<file path="src/rtl/uart_rx_frame_ctrl.sv">
// Frame-level controller behind the UART byte receiver.
// Assembles SYNC/CMD/LEN/PAYLOAD/CHK frames, streams payload bytes to an
// external byte RAM, presents checked commands on a valid/ready port and
// raises one-cycle error pulses for every aborted frame.
module uart_rx_frame_ctrl #(
    parameter int unsigned CLK_HZ       = 200_000_000,
    parameter int unsigned BAUD         = 9600,
    parameter int unsigned MAX_LEN      = 64,
    parameter int unsigned AW           = $clog2(MAX_LEN),
    parameter int unsigned TIMEOUT_CLKS = CLK_HZ / BAUD * 20,
    parameter logic [7:0]  SYNC_BYTE    = 8'hA5
) (
    input  logic          clk,
    input  logic          nrst,
    input  logic [7:0]    rx_data,
    input  logic          rx_done,
    input  logic          rx_err,
    output logic          pay_we,
    output logic [AW-1:0] pay_addr,
    output logic [7:0]    pay_wdata,
    output logic          cmd_valid,
    input  logic          cmd_ready,
    output logic [7:0]    cmd_code,
    output logic [7:0]    cmd_len,
    output logic          err_chk,
    output logic          err_len,
    output logic          err_timeout,
    output logic          err_frame,
    output logic          err_overrun,
    output logic          busy
);

    localparam int unsigned TW        = $clog2(TIMEOUT_CLKS + 1);
    localparam logic [7:0]  MAX_LEN_B = 8'(MAX_LEN);

    typedef enum logic [2:0] {
        S_IDLE,
        S_CMD,
        S_LEN,
        S_DATA,
        S_CHK,
        S_HOLD
    } state_t;

    state_t        state;
    state_t        state_next;

    logic [7:0]    sum;
    logic [7:0]    sum_next;
    logic [AW-1:0] idx;
    logic [TW-1:0] tmo_cnt;

    logic          in_frame;
    logic          done_ok;
    logic          is_sync;
    logic          last_byte;
    logic          tmo_hit;

    logic          we_req;
    logic          chk_req;
    logic          len_req;
    logic          tmo_req;
    logic          frame_req;
    logic          ovr_req;

    assign in_frame  = (state == S_CMD) || (state == S_LEN) ||
                       (state == S_DATA) || (state == S_CHK);
    assign done_ok   = rx_done && !rx_err;
    assign is_sync   = done_ok && (rx_data == SYNC_BYTE);
    assign sum_next  = sum + rx_data;
    assign last_byte = (8'(idx) == (cmd_len - 8'd1));
    // The counter reaches TIMEOUT_CLKS-1 on the same edge that registers the
    // pulse, so the hit is detected one count early.
    assign tmo_hit   = in_frame && !rx_err && !rx_done &&
                       (tmo_cnt == TW'(TIMEOUT_CLKS - 2));

    // State register
    always_ff @(posedge clk) begin
        if (!nrst) begin
            state <= S_IDLE;
        end else begin
            state <= state_next;
        end
    end

    // Next-state decode: rx_err beats rx_done beats timeout inside a frame
    always_comb begin
        state_next = state;
        case (state)
            S_IDLE: begin
                if (is_sync) state_next = S_CMD;
            end
            S_CMD: begin
                if (rx_err || tmo_hit) state_next = S_IDLE;
                else if (rx_done)      state_next = S_LEN;
            end
            S_LEN: begin
                if (rx_err || tmo_hit) state_next = S_IDLE;
                else if (rx_done) begin
                    if (rx_data > MAX_LEN_B) state_next = S_IDLE;
                    else if (rx_data == 8'd0) state_next = S_CHK;
                    else state_next = S_DATA;
                end
            end
            S_DATA: begin
                if (rx_err || tmo_hit)        state_next = S_IDLE;
                else if (rx_done && last_byte) state_next = S_CHK;
            end
            S_CHK: begin
                if (rx_err || tmo_hit) state_next = S_IDLE;
                else if (rx_done)      state_next = (sum_next == 8'd0) ? S_HOLD : S_IDLE;
            end
            S_HOLD: begin
                if (cmd_ready) state_next = S_IDLE;
            end
            default: state_next = S_IDLE;
        endcase
    end

    // Output decode: live status plus requests for the registered pulses
    always_comb begin
        cmd_valid = (state == S_HOLD);
        busy      = (state != S_IDLE);
        we_req    = 1'b0;
        chk_req   = 1'b0;
        len_req   = 1'b0;
        tmo_req   = tmo_hit;
        frame_req = in_frame && rx_err;
        ovr_req   = 1'b0;
        case (state)
            S_LEN:   len_req = done_ok && (rx_data > MAX_LEN_B);
            S_DATA:  we_req  = done_ok;
            S_CHK:   chk_req = done_ok && (sum_next != 8'd0);
            S_HOLD:  ovr_req = rx_done;
            default: ;
        endcase
    end

    // Datapath: checksum, command latches, payload index, timeout, pulses
    always_ff @(posedge clk) begin
        if (!nrst) begin
            sum         <= '0;
            idx         <= '0;
            tmo_cnt     <= '0;
            cmd_code    <= '0;
            cmd_len     <= '0;
            pay_we      <= 1'b0;
            pay_addr    <= '0;
            pay_wdata   <= '0;
            err_chk     <= 1'b0;
            err_len     <= 1'b0;
            err_timeout <= 1'b0;
            err_frame   <= 1'b0;
            err_overrun <= 1'b0;
        end else begin
            pay_we      <= we_req;
            err_chk     <= chk_req;
            err_len     <= len_req;
            err_timeout <= tmo_req;
            err_frame   <= frame_req;
            err_overrun <= ovr_req;

            if (we_req) begin
                pay_addr  <= idx;
                pay_wdata <= rx_data;
            end

            if (state == S_IDLE && is_sync) begin
                sum <= '0;
            end else if (done_ok && (state == S_CMD || state == S_LEN || state == S_DATA)) begin
                sum <= sum_next;
            end

            if (state == S_CMD && done_ok) begin
                cmd_code <= rx_data;
            end

            if (state == S_LEN && done_ok && rx_data <= MAX_LEN_B) begin
                cmd_len <= rx_data;
                idx     <= '0;
            end else if (state == S_DATA && done_ok) begin
                idx <= idx + AW'(1);
            end

            if (rx_done || !in_frame) begin
                tmo_cnt <= '0;
            end else begin
                tmo_cnt <= tmo_cnt + TW'(1);
            end
        end
    end

endmodule

</file>
<file path="config.mk">
export PLATFORM = sky130hd
export DESIGN_NAME = uart_rx_frame_ctrl
export DESIGN_NICKNAME = d
export VERILOG_FILES = /design/src/rtl/uart_rx_frame_ctrl.sv
export SDC_FILE = /design/constraint.sdc
export NUM_CORES = 1
export LEC_CHECK = 0
export CAP_MARGIN = 10
export CORE_ASPECT_RATIO = 0.6
export CORE_MARGIN = 4
export CORE_UTILIZATION = 35
export CTS_CLUSTER_SIZE = 24
export DETAILED_ROUTE_END_ITERATION = 6
export DONT_BUFFER_PORTS = 1
export SYNTH_ARGS = -nofsm -noshare
export SYNTH_HDL_FRONTEND = slang
export SYNTH_SLANG_ARGS = --single-unit
</file>
<file path="constraint.sdc">
create_clock -name clk -period 2.17 [get_ports clk]
set_input_delay 0.434 -clock clk [delete_from_list [all_inputs] [get_ports clk]]
set_output_delay 0.434 -clock clk [all_outputs]
set_load 0.01 [all_outputs]
</file>
==> key figures <==
Outcome
  – Status: finished with violations
  – Failing checks: negative setup slack

Synth
  – Yosys Warn Count: 0
  – Syn Area/Cell: 8.681 um^2
  – Yosys reg bits: 72
  – Post-synth ARST share: 0%
  – Top cell type by total area after synthesis: dfxtp_1
  – Post-synthesis sequential area ratio: 39.63%
  – Number of flops mapped to enable cells by yosys: 0
  – Distinct cells, synth: 58
  – Mapped Nets: 444
  – Post-synth top area share: 39.63%
  – Mapped Area: 0.003637 mm^2
  – Synthesized instance count: 419
  – Area contributors post-synth: dfxtp_1, mux2i_1, nor2_1
  – Top FF cell, synth: dfxtp_1

Placed design
  – Hpwl dp: 6888 um
  – Placer Congestion: 0.8487
  – IO buf count: 0

Setup path
  – Reg2Reg Setup Slack: -10 ps
  – CP Buf/Inv Count: 0
  – Worst path max stage delay: 390 ps
  – Startpoint class of the critical path: flop
  – R2R depth: 8
  – CP Max Fanout: 3
  – WS Path Type: reg -> reg
  – Crit path max-delay family: compound AO/OA/AOI/OAI gates
  – Worst path slowest cell: fa_2
  – Stages on worst setup path: 8
  – Cell Chain, Critical Path: ha_4 -> fa_2 -> a211o_1 -> a2111oi_2 -> nand3b_1 -> nor2_2 -> a41oi_2 -> o22ai_1
  – WP data required: 2390 ps
  – Crit path DAT: 2400 ps
  – Setup crit end kind: flop

Pwr
  – P_leak: 1.455 nW
  – Tot Pwr: 0.003182 W
  – Pwr/cell area: 738.5 mW/mm^2
  – Peak VDD IR: 0.3600 mV

STA
  – Final number of setup-violating endpoints: 1
  – Worst setup margin: -12.92 ps
  – Slew @ Worst Pin: 635.2 ps
  – Maximum clock skew at final layout: 5.198 ps
  – Tcrit/Tclk final: 100.6%
  – Fmax: 458.1 MHz
  – Final slew viol count: 0
  – Final Hold Fails: 0
  – RSZ-0062 raised after global routing: true
  – Post-route minimum period: 2183 ps
  – Max_slew headroom: 57.55%

CTS
  – Number of CTS-inserted buffers: 9
  – H-tree Lvls: 3
  – Clock slew at reported path FFs: 60 ps
  – Num Clock Sinks: 72
  – CTS tree: done
  – Root Buffer: clkbuf_16
  – Clk_lat worst skew: 330 ps
  – Hold_buf cts: 0
  – Max Root-Sink Buffers: 2

Finish
  – Fillers: 984
  – Final core occ: 43.16%
  – Layout net count: 464
  – Antenna diodes: 0
  – Most common cell after layout, fill and taps aside: dfxtp_1
  – Commonest cells after routing, fill and taps aside: dfxtp_1, nor2_1, nand2_1
  – Layout cells sized above 1: 13.32%
  – Area Growth Syn to Fin: 18.47%

Detailed routing
  – Vias per inst: 5.215
  – DRT Pass-1 Iters: 5
  – DR WL/cell: 16.19 um
  – Starting DRT DRC Count: 250
  – Detailed Route WL: 9358 um
  – Via Count: 3014
  – Number of routed nets with antenna violations: 0
  – Number of remaining DRC errors: 0

Floorplanning
  – I/O pin count: 51
  – Die boundary height: 86.97 um
  – Initial Util: 36.43%
  – Width of the die: 139.6 um
  – Core Area: 0.009985 mm^2
  – Standard-cell row count: 28
  – Die ar.: 0.01214 mm^2

Global routing
  – Initial antenna violation count: 0
  – GRT Overall Usage: 15.74%
  – Largest net degree at the start of global routing: 43
  – First-pass GRT wire length: 15210 um
  – Grt ovf: 0
  – Vias in the first global route: 2800

Hold path
  – Worst hold-check path type: in -> reg
  – Hold depth: 1

Flow run
  – Max-Cap Viols: 0
## area by class of cell
class,instances,area (um^2),share of cell area (%)
clock buffer,10,239.0,5.546
clock inverter,5,105.1,2.439
inverter,17,63.81,1.481
multi-input combinational,315,2108,48.93
sequential,72,1444,33.51
tap,135,168.9,3.920
timing repair buffer,24,180.2,4.181
## final timing paths
| kind | startpoint | end |
|---|---|---|
| min reg2reg | tmo_cnt[15] | tmo_cnt[15] |
| max | sum[0] | state[0] |
| max reg2reg | sum[0] | state[0] |
| min | nrst | cmd_len[4] |
## Yosys cell counts, drive strengths merged, types with 6 or more instances
| library cell | instances |
|---|---|
| dfxtp | 72 |
| nor2 | 48 |
| nand2 | 46 |
| mux2i | 21 |
| xnor2 | 18 |
| inv | 17 |
| nor2b | 17 |
| a21boi | 15 |
| nand3 | 15 |
| xor2 | 14 |
| o21ai | 13 |
| ha | 11 |
| clkbuf | 10 |
| nand4 | 10 |
| or3 | 10 |
| nor3 | 8 |
| a21oi | 7 |
| nand2b | 6 |
| nor4 | 6 |
## flip-flops by register name (all words and copies together) (netlist names)
register	cells
idx	6
pay_addr	6
tmo_cnt	19
cmd_len	8
err_chk	1
err_timeout	1
err_overrun	1
pay_wdata	8
err_len	1
err_frame	1
pay_we	1
sum	8
state	3
cmd_code	8
## per-layer routing
metal  global-route usage, %  vias up  share of wire [%]
met2                   21.38       92                 39
met5                       0        -                  0
met1                   23.38     1411                 53
met4                   3.782        0               0.18
li1                        -     1509                  -
met3                   5.760        2                7.8
## worst register-to-register path: cells and delay by family, from the launching register on
kind            cells  cell delay, ps
fa+ha+maj           2             550
flops               1             330
simple gates        2             250
compound gates      4             930
## per-stage QoR
step,std cells,hold WS (ps),TNS [ps],setup WS [ps],instance area [um^2]
floorplan,419,429.7,-16.91,-16.91,3655
global placement,561,441.2,-313.3,-138.0,3924
detailed placement,561,462.6,-349.1,-144.6,3924
CTS,577,226.7,-12.15,-12.15,4275
global route,578,232.3,-237.5,-121.0,4309
finish,578,238.0,-12.92,-12.92,4309
## where the power goes
part | internal, W | switching, W
sequential | 0.00133 | 0.00000549
clock | 0.00115 | 0.000568
combinational | 0.0000602 | 0.0000734
total | 0.00253 | 0.000647
## what timing repair did
item,in CTS,in global routing
pin swaps,3,2
setup buffers,1,1
resized for setup,0,8
endpoints found under the setup margin,3,4
## logic make-up (layout without fill, tap and decap cells)
kind of cell	count (synthesis)	in the layout	synth area share (%)
simple gates	187	187	26.66
flops	72	72	39.63
compound gates	62	62	12.07
xor+xnor	32	32	7.706
buf+inv	32	56	3.543
mux	21	21	5.779
fa+ha+maj	13	13	4.610
(Power assumes the default switching activity.)
